## src/rtl/dmem_lsu_if.sv

```systemverilog
// Request/response handshake plus data-memory port bundle for dmem_lsu.
// The slave modport is the LSU; the master modport is the execute stage plus the memory.
interface dmem_lsu_if;
   logic        req_valid;
   logic        req_ready;
   logic        req_we;
   logic [2:0]  req_funct3;
   logic [31:0] req_addr;
   logic [31:0] req_wdata;
   logic        rsp_valid;
   logic        rsp_err;
   logic [31:0] rsp_rdata;
   logic        dMemWE;
   logic [2:0]  dMemWMode;
   logic [31:0] dMemAddr;
   logic [31:0] dMemDataIn;
   logic [31:0] dMemDataOut;

   modport slave (
      input  req_valid, req_we, req_funct3, req_addr, req_wdata, dMemDataOut,
      output req_ready, rsp_valid, rsp_err, rsp_rdata,
             dMemWE, dMemWMode, dMemAddr, dMemDataIn
   );

   modport master (
      output req_valid, req_we, req_funct3, req_addr, req_wdata, dMemDataOut,
      input  req_ready, rsp_valid, rsp_err, rsp_rdata,
             dMemWE, dMemWMode, dMemAddr, dMemDataIn
   );
endinterface

```

## src/rtl/dmem_lsu.sv

```systemverilog
// RV32I load/store initiator: one request at a time, issues to a memory with a
// registered read port, returns extended load data or an error pulse.
module dmem_lsu #(
   parameter int unsigned MEM_BYTES   = 1024,
   parameter bit          CHECK_ALIGN = 1'b1
) (
   input logic       clk,
   input logic       rst,
   dmem_lsu_if.slave bus
);
   localparam logic [1:0] S_IDLE    = 2'd0;
   localparam logic [1:0] S_ISSUE   = 2'd1;
   localparam logic [1:0] S_CAPTURE = 2'd2;
   localparam logic [1:0] S_ERROR   = 2'd3;

   logic [1:0]  state_q, state_d;
   logic        we_q;
   logic [2:0]  f3_q;
   logic [31:0] addr_q, wdata_q;
   logic        rsp_valid_q, rsp_valid_d;
   logic        rsp_err_q, rsp_err_d;
   logic [31:0] rdata_q, rdata_d;
   logic        accept, f3_ok, misalign, out_of_range, illegal;
   logic [31:0] load_val;

   assign accept = (state_q == S_IDLE) && bus.req_valid;

   always_comb begin
      if (bus.req_we) f3_ok = bus.req_funct3 inside {3'b000, 3'b001, 3'b010};
      else            f3_ok = bus.req_funct3 inside {3'b000, 3'b001, 3'b010, 3'b100, 3'b101};
   end

   assign misalign = CHECK_ALIGN &&
                     (((bus.req_funct3[1:0] == 2'b01) && bus.req_addr[0]) ||
                      ((bus.req_funct3[1:0] == 2'b10) && (bus.req_addr[1:0] != 2'b00)));
   // 33-bit sum so addresses near 0xFFFFFFFF cannot wrap back into range
   assign out_of_range = ({1'b0, bus.req_addr} + 33'd3) >= 33'(MEM_BYTES);
   assign illegal      = !f3_ok || misalign || out_of_range;

   always_comb begin
      case (f3_q)
         3'b000:  load_val = {{24{bus.dMemDataOut[7]}}, bus.dMemDataOut[7:0]};
         3'b001:  load_val = {{16{bus.dMemDataOut[15]}}, bus.dMemDataOut[15:0]};
         3'b010:  load_val = bus.dMemDataOut;
         3'b100:  load_val = {24'd0, bus.dMemDataOut[7:0]};
         3'b101:  load_val = {16'd0, bus.dMemDataOut[15:0]};
         default: load_val = 32'd0;
      endcase
   end

   always_comb begin
      state_d     = state_q;
      rsp_valid_d = 1'b0;
      rsp_err_d   = 1'b0;
      rdata_d     = 32'd0;
      case (state_q)
         S_IDLE:    if (accept) state_d = illegal ? S_ERROR : S_ISSUE;
         S_ISSUE:   state_d = S_CAPTURE;
         S_CAPTURE: begin
            state_d     = S_IDLE;
            rsp_valid_d = 1'b1;
            rdata_d     = we_q ? 32'd0 : load_val;
         end
         S_ERROR: begin
            state_d     = S_IDLE;
            rsp_valid_d = 1'b1;
            rsp_err_d   = 1'b1;
         end
         default:   state_d = S_IDLE;
      endcase
   end

   always_ff @(posedge clk or negedge rst) begin
      if (!rst) begin
         state_q     <= S_IDLE;
         rsp_valid_q <= 1'b0;
         rsp_err_q   <= 1'b0;
         rdata_q     <= 32'd0;
         we_q        <= 1'b0;
         f3_q        <= 3'd0;
         addr_q      <= 32'd0;
         wdata_q     <= 32'd0;
      end else begin
         state_q     <= state_d;
         rsp_valid_q <= rsp_valid_d;
         rsp_err_q   <= rsp_err_d;
         rdata_q     <= rdata_d;
         if (accept) begin
            we_q    <= bus.req_we;
            f3_q    <= bus.req_funct3;
            addr_q  <= bus.req_addr;
            wdata_q <= bus.req_wdata;
         end
      end
   end

   // write enable decodes straight from state so reset removes it without a clock
   assign bus.dMemWE     = (state_q == S_ISSUE) && we_q;
   assign bus.dMemWMode  = !bus.dMemWE            ? 3'b010 :
                           (f3_q[1:0] == 2'b00)   ? 3'b011 :
                           (f3_q[1:0] == 2'b01)   ? 3'b100 : 3'b010;
   assign bus.dMemAddr   = addr_q;
   assign bus.dMemDataIn = wdata_q;
   assign bus.req_ready  = (state_q == S_IDLE);
   assign bus.rsp_valid  = rsp_valid_q;
   assign bus.rsp_err    = rsp_err_q;
   assign bus.rsp_rdata  = rdata_q;
endmodule

```

## src/flat_wrapper.sv

```systemverilog
// flat-port wrapper written by rule: the top's interface ports become plain ports
module dmem_lsu_flat 
#(
   parameter int unsigned MEM_BYTES   = 1024,
   parameter bit          CHECK_ALIGN = 1'b1
)
  (clk, rst, bus_req_valid, bus_req_we, bus_req_funct3, bus_req_addr, bus_req_wdata, bus_dMemDataOut, bus_req_ready, bus_rsp_valid, bus_rsp_err, bus_rsp_rdata, bus_dMemWE, bus_dMemWMode, bus_dMemAddr, bus_dMemDataIn);
  dmem_lsu_if bus_i ();
  input logic clk;
  input logic rst;
  input wire logic [$bits(bus_i.req_valid)-1:0] bus_req_valid;
  input wire logic [$bits(bus_i.req_we)-1:0] bus_req_we;
  input wire logic [$bits(bus_i.req_funct3)-1:0] bus_req_funct3;
  input wire logic [$bits(bus_i.req_addr)-1:0] bus_req_addr;
  input wire logic [$bits(bus_i.req_wdata)-1:0] bus_req_wdata;
  input wire logic [$bits(bus_i.dMemDataOut)-1:0] bus_dMemDataOut;
  output wire logic [$bits(bus_i.req_ready)-1:0] bus_req_ready;
  output wire logic [$bits(bus_i.rsp_valid)-1:0] bus_rsp_valid;
  output wire logic [$bits(bus_i.rsp_err)-1:0] bus_rsp_err;
  output wire logic [$bits(bus_i.rsp_rdata)-1:0] bus_rsp_rdata;
  output wire logic [$bits(bus_i.dMemWE)-1:0] bus_dMemWE;
  output wire logic [$bits(bus_i.dMemWMode)-1:0] bus_dMemWMode;
  output wire logic [$bits(bus_i.dMemAddr)-1:0] bus_dMemAddr;
  output wire logic [$bits(bus_i.dMemDataIn)-1:0] bus_dMemDataIn;
  assign bus_i.req_valid = bus_req_valid;
  assign bus_i.req_we = bus_req_we;
  assign bus_i.req_funct3 = bus_req_funct3;
  assign bus_i.req_addr = bus_req_addr;
  assign bus_i.req_wdata = bus_req_wdata;
  assign bus_i.dMemDataOut = bus_dMemDataOut;
  assign bus_req_ready = bus_i.req_ready;
  assign bus_rsp_valid = bus_i.rsp_valid;
  assign bus_rsp_err = bus_i.rsp_err;
  assign bus_rsp_rdata = bus_i.rsp_rdata;
  assign bus_dMemWE = bus_i.dMemWE;
  assign bus_dMemWMode = bus_i.dMemWMode;
  assign bus_dMemAddr = bus_i.dMemAddr;
  assign bus_dMemDataIn = bus_i.dMemDataIn;
  dmem_lsu #(.MEM_BYTES(MEM_BYTES), .CHECK_ALIGN(CHECK_ALIGN)) u_core (.clk(clk), .rst(rst), .bus(bus_i));
endmodule
```

## config.mk

```make
export PLATFORM = sky130hd
export DESIGN_NAME = dmem_lsu_flat
export DESIGN_NICKNAME = d
export VERILOG_FILES = /design/src/rtl/dmem_lsu_if.sv /design/src/rtl/dmem_lsu.sv /design/src/flat_wrapper.sv
export SDC_FILE = /design/constraint.sdc
export NUM_CORES = 1
export LEC_CHECK = 0
export BUFFER_PORTS_ARGS = -buffer_cell sky130_fd_sc_hd__clkbuf_2
export CORE_MARGIN = 2
export CORE_UTILIZATION = 52
export CTS_BUF_LIST = sky130_fd_sc_hd__clkbuf_4
export DETAILED_ROUTE_END_ITERATION = 10
export HOLD_SLACK_MARGIN = 0.08
export PLACE_DENSITY = 0.95
export SYNTH_ARGS = -nofsm -noshare
export SYNTH_HDL_FRONTEND = slang
export SYNTH_SLANG_ARGS = --single-unit
```

## constraint.sdc

```tcl
create_clock -name clk -period 5.3 [get_ports clk]
set_input_delay 1.06 -clock clk [delete_from_list [all_inputs] [get_ports clk]]
set_output_delay 1.06 -clock clk [all_outputs]
set_load 0.01 [all_outputs]
```

======== Word level (Yosys, flattened, before mapping) ========
Index checks and enable logic that the tools add are counted.
Widths: inputs -> output; s select.
word-level totals
  bits in registers ....................... 104
  latch bits .............................. 0
  bits in writable memories ............... 0
  memory bits (read-only) ................. 0
  word-level logic and storage cells ...... 53
  memories ................................ 0
cells by class
  add/sub/neg operators ................... 1
  multipliers ............................. 0
  divide/modulo/power cells ............... 0
  order comparisons ....................... 1
  eq/ne operators ......................... 15
  shift-type cells ........................ 0
  muxes and demuxes ....................... 12
  bitwise operators ....................... 0
  reductions and logical operators ........ 16
operator list
  cell                   count
  $pmux 32 s5            1
  $mux 32                2
  $add 32x2->33 const B  1
  $ge 33x11->1 const B   1
  $eq 3x3->1 const B     4
  $mux 3                 3
  $eq 2x1->1 const B     3
  $eq 2x2->1 const B     3
  $eq 3x1->1 const B     2
  $eq 3x2->1 const B     2
  $logic_not 3->1        2
  $pmux 2 s3             1
  $reduce_bool 5->1      1
  $logic_and 1x1->1      4
  $logic_not 2->1        2
  $mux 2                 2
  $logic_or 1x1->1       3
  $mux 1                 3
  $reduce_bool 3->1      1
  $ne 2x1->1 const B     1
  $reduce_bool 2->1      1
  $reduce_or 2->1        1
  $logic_not 1->1        1

======== Longest topological paths before layout ========
  depth in word-level cells ............... 9
  gate-level depth with buffers ........... 7
  depth with buffers taken out ............ 6

======== Worst setup path after synthesis ========
OpenSTA, ideal clock, no wires.
  kind .................................... input to register
  from .................................... input bus_req_addr[17]
  to ...................................... register u_core.state_q[1]
  setup time .............................. 0.135 ns
  data arrival time ....................... 2.432 ns
  slack ................................... 2.733 ns
  stages on the path ...................... 6
  buffers on the path ..................... 0
  cell sequence ........................... nand3_2 or3_1 or4_1 o21a_1 nor4b_2 a311oi_1
between the ends
  cells in the longest elaborated chain, start to end .. 6
ends and longest elaborated chain
  item                  RTL line            text
  start, declared       flat_wrapper.sv:14  input wire logic [$bits(bus_i.req_addr)-1:0] bus_req_addr;
  $add 32x2->33         dmem_lsu.sv:37      assign out_of_range = ({1'b0, bus.req_addr} + 33'd3) >= 33'(MEM_BYTES);
  $ge 33x11->1          dmem_lsu.sv:37
  $logic_or 1x1->1      dmem_lsu.sv:38      assign illegal = !f3_ok || misalign || out_of_range;
  $mux 2 (2 in series)  dmem_lsu.sv:57      S_IDLE: if (accept) state_d = illegal ? S_ERROR : S_ISSUE;
  $pmux 2 s3            dmem_lsu.sv:56      case (state_q)
  end signal, assigned  dmem_lsu.sv:84      state_q <= state_d;
  end, declared         dmem_lsu.sv:16      logic [1:0] state_q, state_d;
No other way between the ends. The select of a mux whose other input is x is not followed.
A chain may end at the register's enable or synchronous reset.

======== Worst setup path after layout ========
  from .................................... register u_core.state_q[1]
  to ...................................... output bus_dMemWMode[1]
between the ends
  cells in the longest elaborated chain, start to end .. 3
ends and longest elaborated chain
  item               RTL line            text
  $eq 2x1->1         dmem_lsu.sv:98      assign bus.dMemWE = (state_q == S_ISSUE) && we_q;
  $logic_and 1x1->1  dmem_lsu.sv:98
  $mux 3             dmem_lsu.sv:99      assign bus.dMemWMode = !bus.dMemWE ? 3'b010 :
  end, declared      flat_wrapper.sv:22  output wire logic [$bits(bus_i.dMemWMode)-1:0] bus_dMemWMode;
No other way between the ends.

==> impl_metrics.json <==
{
  "max_cap_viol_count": 0,
  "timing.critical_path.cells": "nand3b_1 -> nor2_1 -> and2_1 -> inv_1 -> clkbuf_2",
  "numPlacedInstances": 648,
  "rows": 33,
  "ys_async_sr_fraction": 1.00,
  "layout_fillers": 614,
  "grt_antenna_before_repair": 0,
  "final.setup.tns_ns": 0,
  "cts-hold-fix-buffers": 0,
  "flow.area_growth_from_synthesis_pct": 27.7,
  "route.antenna.remaining_nets": 0,
  "grt_setup_unrepaired": "no",
  "cts.repair.resized": 0,
  "multi_input_comb_area_mm2": 0.00168,
  "startpoint_of_the_worst_hold_path": "u_core.bus.dMemAddr[20]",
  "routabilityCongestion": 0.921,
  "timing.critical_path.slowest_stage_cell": "dfrtp_1",
  "synthTopCellsByCount": "104 x dfrtp_1, 69 x mux2_2, 41 x nand2_1",
  "grt_pass1_vias": 3421,
  "synth_cells": 357,
  "wire_per_inst_um": 15.9,
  "vdd.ir_drop.worst_mv": 0.209,
  "postSynthNetCount": 460,
  "yosys.area.top_type_share": 0.594,
  "use_met2": 0.409,
  "layout-drive-gt1-share": 0.535,
  "number_of_flops_mapped_to_enable_cells_by_yosys": 0,
  "critPathMaxFanout": 7,
  "leakagePower_nw": 2.83,
  "via_count": 3517,
  "post_cts.repair.setup_buffers": 0,
  "globalRouteTotalUtil": 0.230,
  "report.final.hold_viol_count": 0,
  "outcome": "complete, no violations",
  "grt.met3_usage": 0.0517,
  "synth-seq-area-share": 0.594,
  "period_needed_ns": 2.62,
  "register_area_mm2": 0.00260,
  "timing.critical_path.required_ns": 4.24,
  "vias_per_std_cell": 5.30,
  "final-max-slew-violation-count": 0,
  "worst_setup_path_start_kind": "register",
  "yosysUniqueCellTypes": 44,
  "synth.ff_latch_count": 104,
  "yosysWarnings": 0,
  "postSynth.topFlopCell": "dfrtp_1",
  "maxSlewHeadroom": 0.453,
  "gr-max-usage-layer": "met2",
  "worst_skew_pair.late_latency_ns": 0.43,
  "die_area_mm2": 0.00918,
  "setup.worst_path.class": "reg -> out",
  "port_buffers": 205,
  "grt_max_degree": 60,
  "clockBufferDepth": 2,
  "i_o_pin_cnt": 206,
  "clock_skew_ns": 0.0115,
  "gr-usage-met1": 0.272,
  "period_share": 0.495,
  "core_area_mm2": 0.00818,
  "min_path_type": "reg -> reg",
  "postRouteWirelength_um": 10600,
  "syn_area_mm2": 0.00438,
  "cp_num_buf_inv": 2,
  "detailed_place_hpwl_um": 8290,
  "clock-sinks": 104,
  "h_tree_depth": 3,
  "post_synth.cell_area_avg_um2": 12.3,
  "pwr_density_cell_mw_per_mm2": 366,
  "timing.critical_path.max_delay_family": "simple AND/OR/NAND/NOR gates",
  "synth.area.top_cells": "dfrtp_1 59%, mux2_2 18%, nand2_1 3.5%",
  "critical_path.reg2reg.startpoint": "u_core.state_q[0]",
  "setup_viol": 0,
  "inserted_diodes": 0,
  "first_iter_violations": 80,
  "worst_path_largest_cell_delay_ns": 0.48,
  "synthMostInstantiatedCell": "dfrtp_1",
  "post_dp_cell_area_mm2": 0.00548,
  "chipHeight_um": 95.8,
  "grt_pass1_wl_um": 16300,
  "postLayoutCellArea_mm2": 0.00560,
  "transition_time_at_the_pin_with_the_least_slew_margin_ns": 0.818,
  "drtPass1Iterations": 4,
  "yosys_top_cell_by_area": "dfrtp_1",
  "finalNetCount": 657,
  "cp-startpoint": "u_core.state_q[1]",
  "globalRouteOverflowTotal": 0,
  "final_cell_count_no_fill": 664,
  "cts-buffers-inserted": 9,
  "achievable-frequency_ghz": 0.381,
  "detail_route.drc_violations": 0,
  "clkSlewWorstSetupHoldPaths_ns": 0.15,
  "chipWidth_um": 95.8,
  "cts_tree": "yes",
  "worstSetupEndpointType": "output port",
  "clock-root-buffer": "clkbuf_4",
  "crit_arrival_ns": 1.56,
  "start_util": 0.536,
  "ff2ff_setup_slack_ns": 2.93
}
## cells in the final DEF, fill, tap and decap left out, types with 3 or more instances in the layout
cell	n
mux2_2	69
dfrtp_1	104
a22oi_1	8
nor2_1	19
buf_4	3
nor3_1	4
a21oi_1	21
nand4_1	4
nand3_1	3
and4_1	6
clkbuf_4	9
clkbuf_2	204
nand2_1	41
or3_1	3
inv_1	4
and3_1	3
and2_1	11
mux2i_1	4
## sequential cells by signal, indices dropped and copies added, names as in the netlist
| signal | cells |
|---|---|
| u_core.f3_q | 3 |
| u_core.bus.rsp_valid | 1 |
| u_core.state_q | 2 |
| u_core.bus.dMemDataIn | 32 |
| u_core.we_q | 1 |
| u_core.bus.rsp_err | 1 |
| u_core.bus.rsp_rdata | 32 |
| u_core.bus.dMemAddr | 32 |
## layout make-up
cell class	count	share of cell area
clock buffers	9	0.0121
multi-input cells	228	0.301
inverters	4	0.00268
well taps	105	0.0235
repair buffers	207	0.186
clock inverters	7	0.0101
flip-flops and latches	104	0.465
## per-layer routing
layer	wire [um]	up-vias
li1	-	1653
met1	3990	1688
met2	5630	160
met3	781	16
met4	162	0
met5	0	-
## cells by family after synthesis
kind of cell	after synthesis	share of synthesized area
simple gates	110	0.131
flops	104	0.594
mux	73	0.186
compound gates	45	0.0668
buf+inv	25	0.0225
## per-stage QoR
step	setup slack [ns]	util	hold slack (ns)	power, mW
floorplan	2.73	-	0.477	1.41
global placement	2.48	0.670	0.490	1.67
detailed placement	2.43	0.670	0.495	1.71
CTS	2.64	0.685	0.529	2.07
global route	2.51	0.685	0.547	2.18
finish	2.68	0.685	0.526	2.05
## worst paths after layout
kind	to	depth (start not counted)
worst max-delay path	bus_dMemWMode[1]	5
worst min-delay path	u_core.bus.dMemAddr[20]	1
worst max register to register	u_core.bus.dMemAddr[27]	4
worst min register to register	u_core.bus.dMemAddr[20]	1
max in group asynchronous	u_core.bus.rsp_rdata[10]	2
min in group asynchronous	u_core.bus.dMemAddr[10]	1
## where the power goes
group / total (mW) / switching, mW / internal [mW]
clock network: 0.365 / 0.263 / 0.102
logic: 0.620 / 0.319 / 0.301
registers: 1.07 / 0.105 / 0.962
total: 2.05 / 0.688 / 1.36
(Power assumes the default switching activity.)
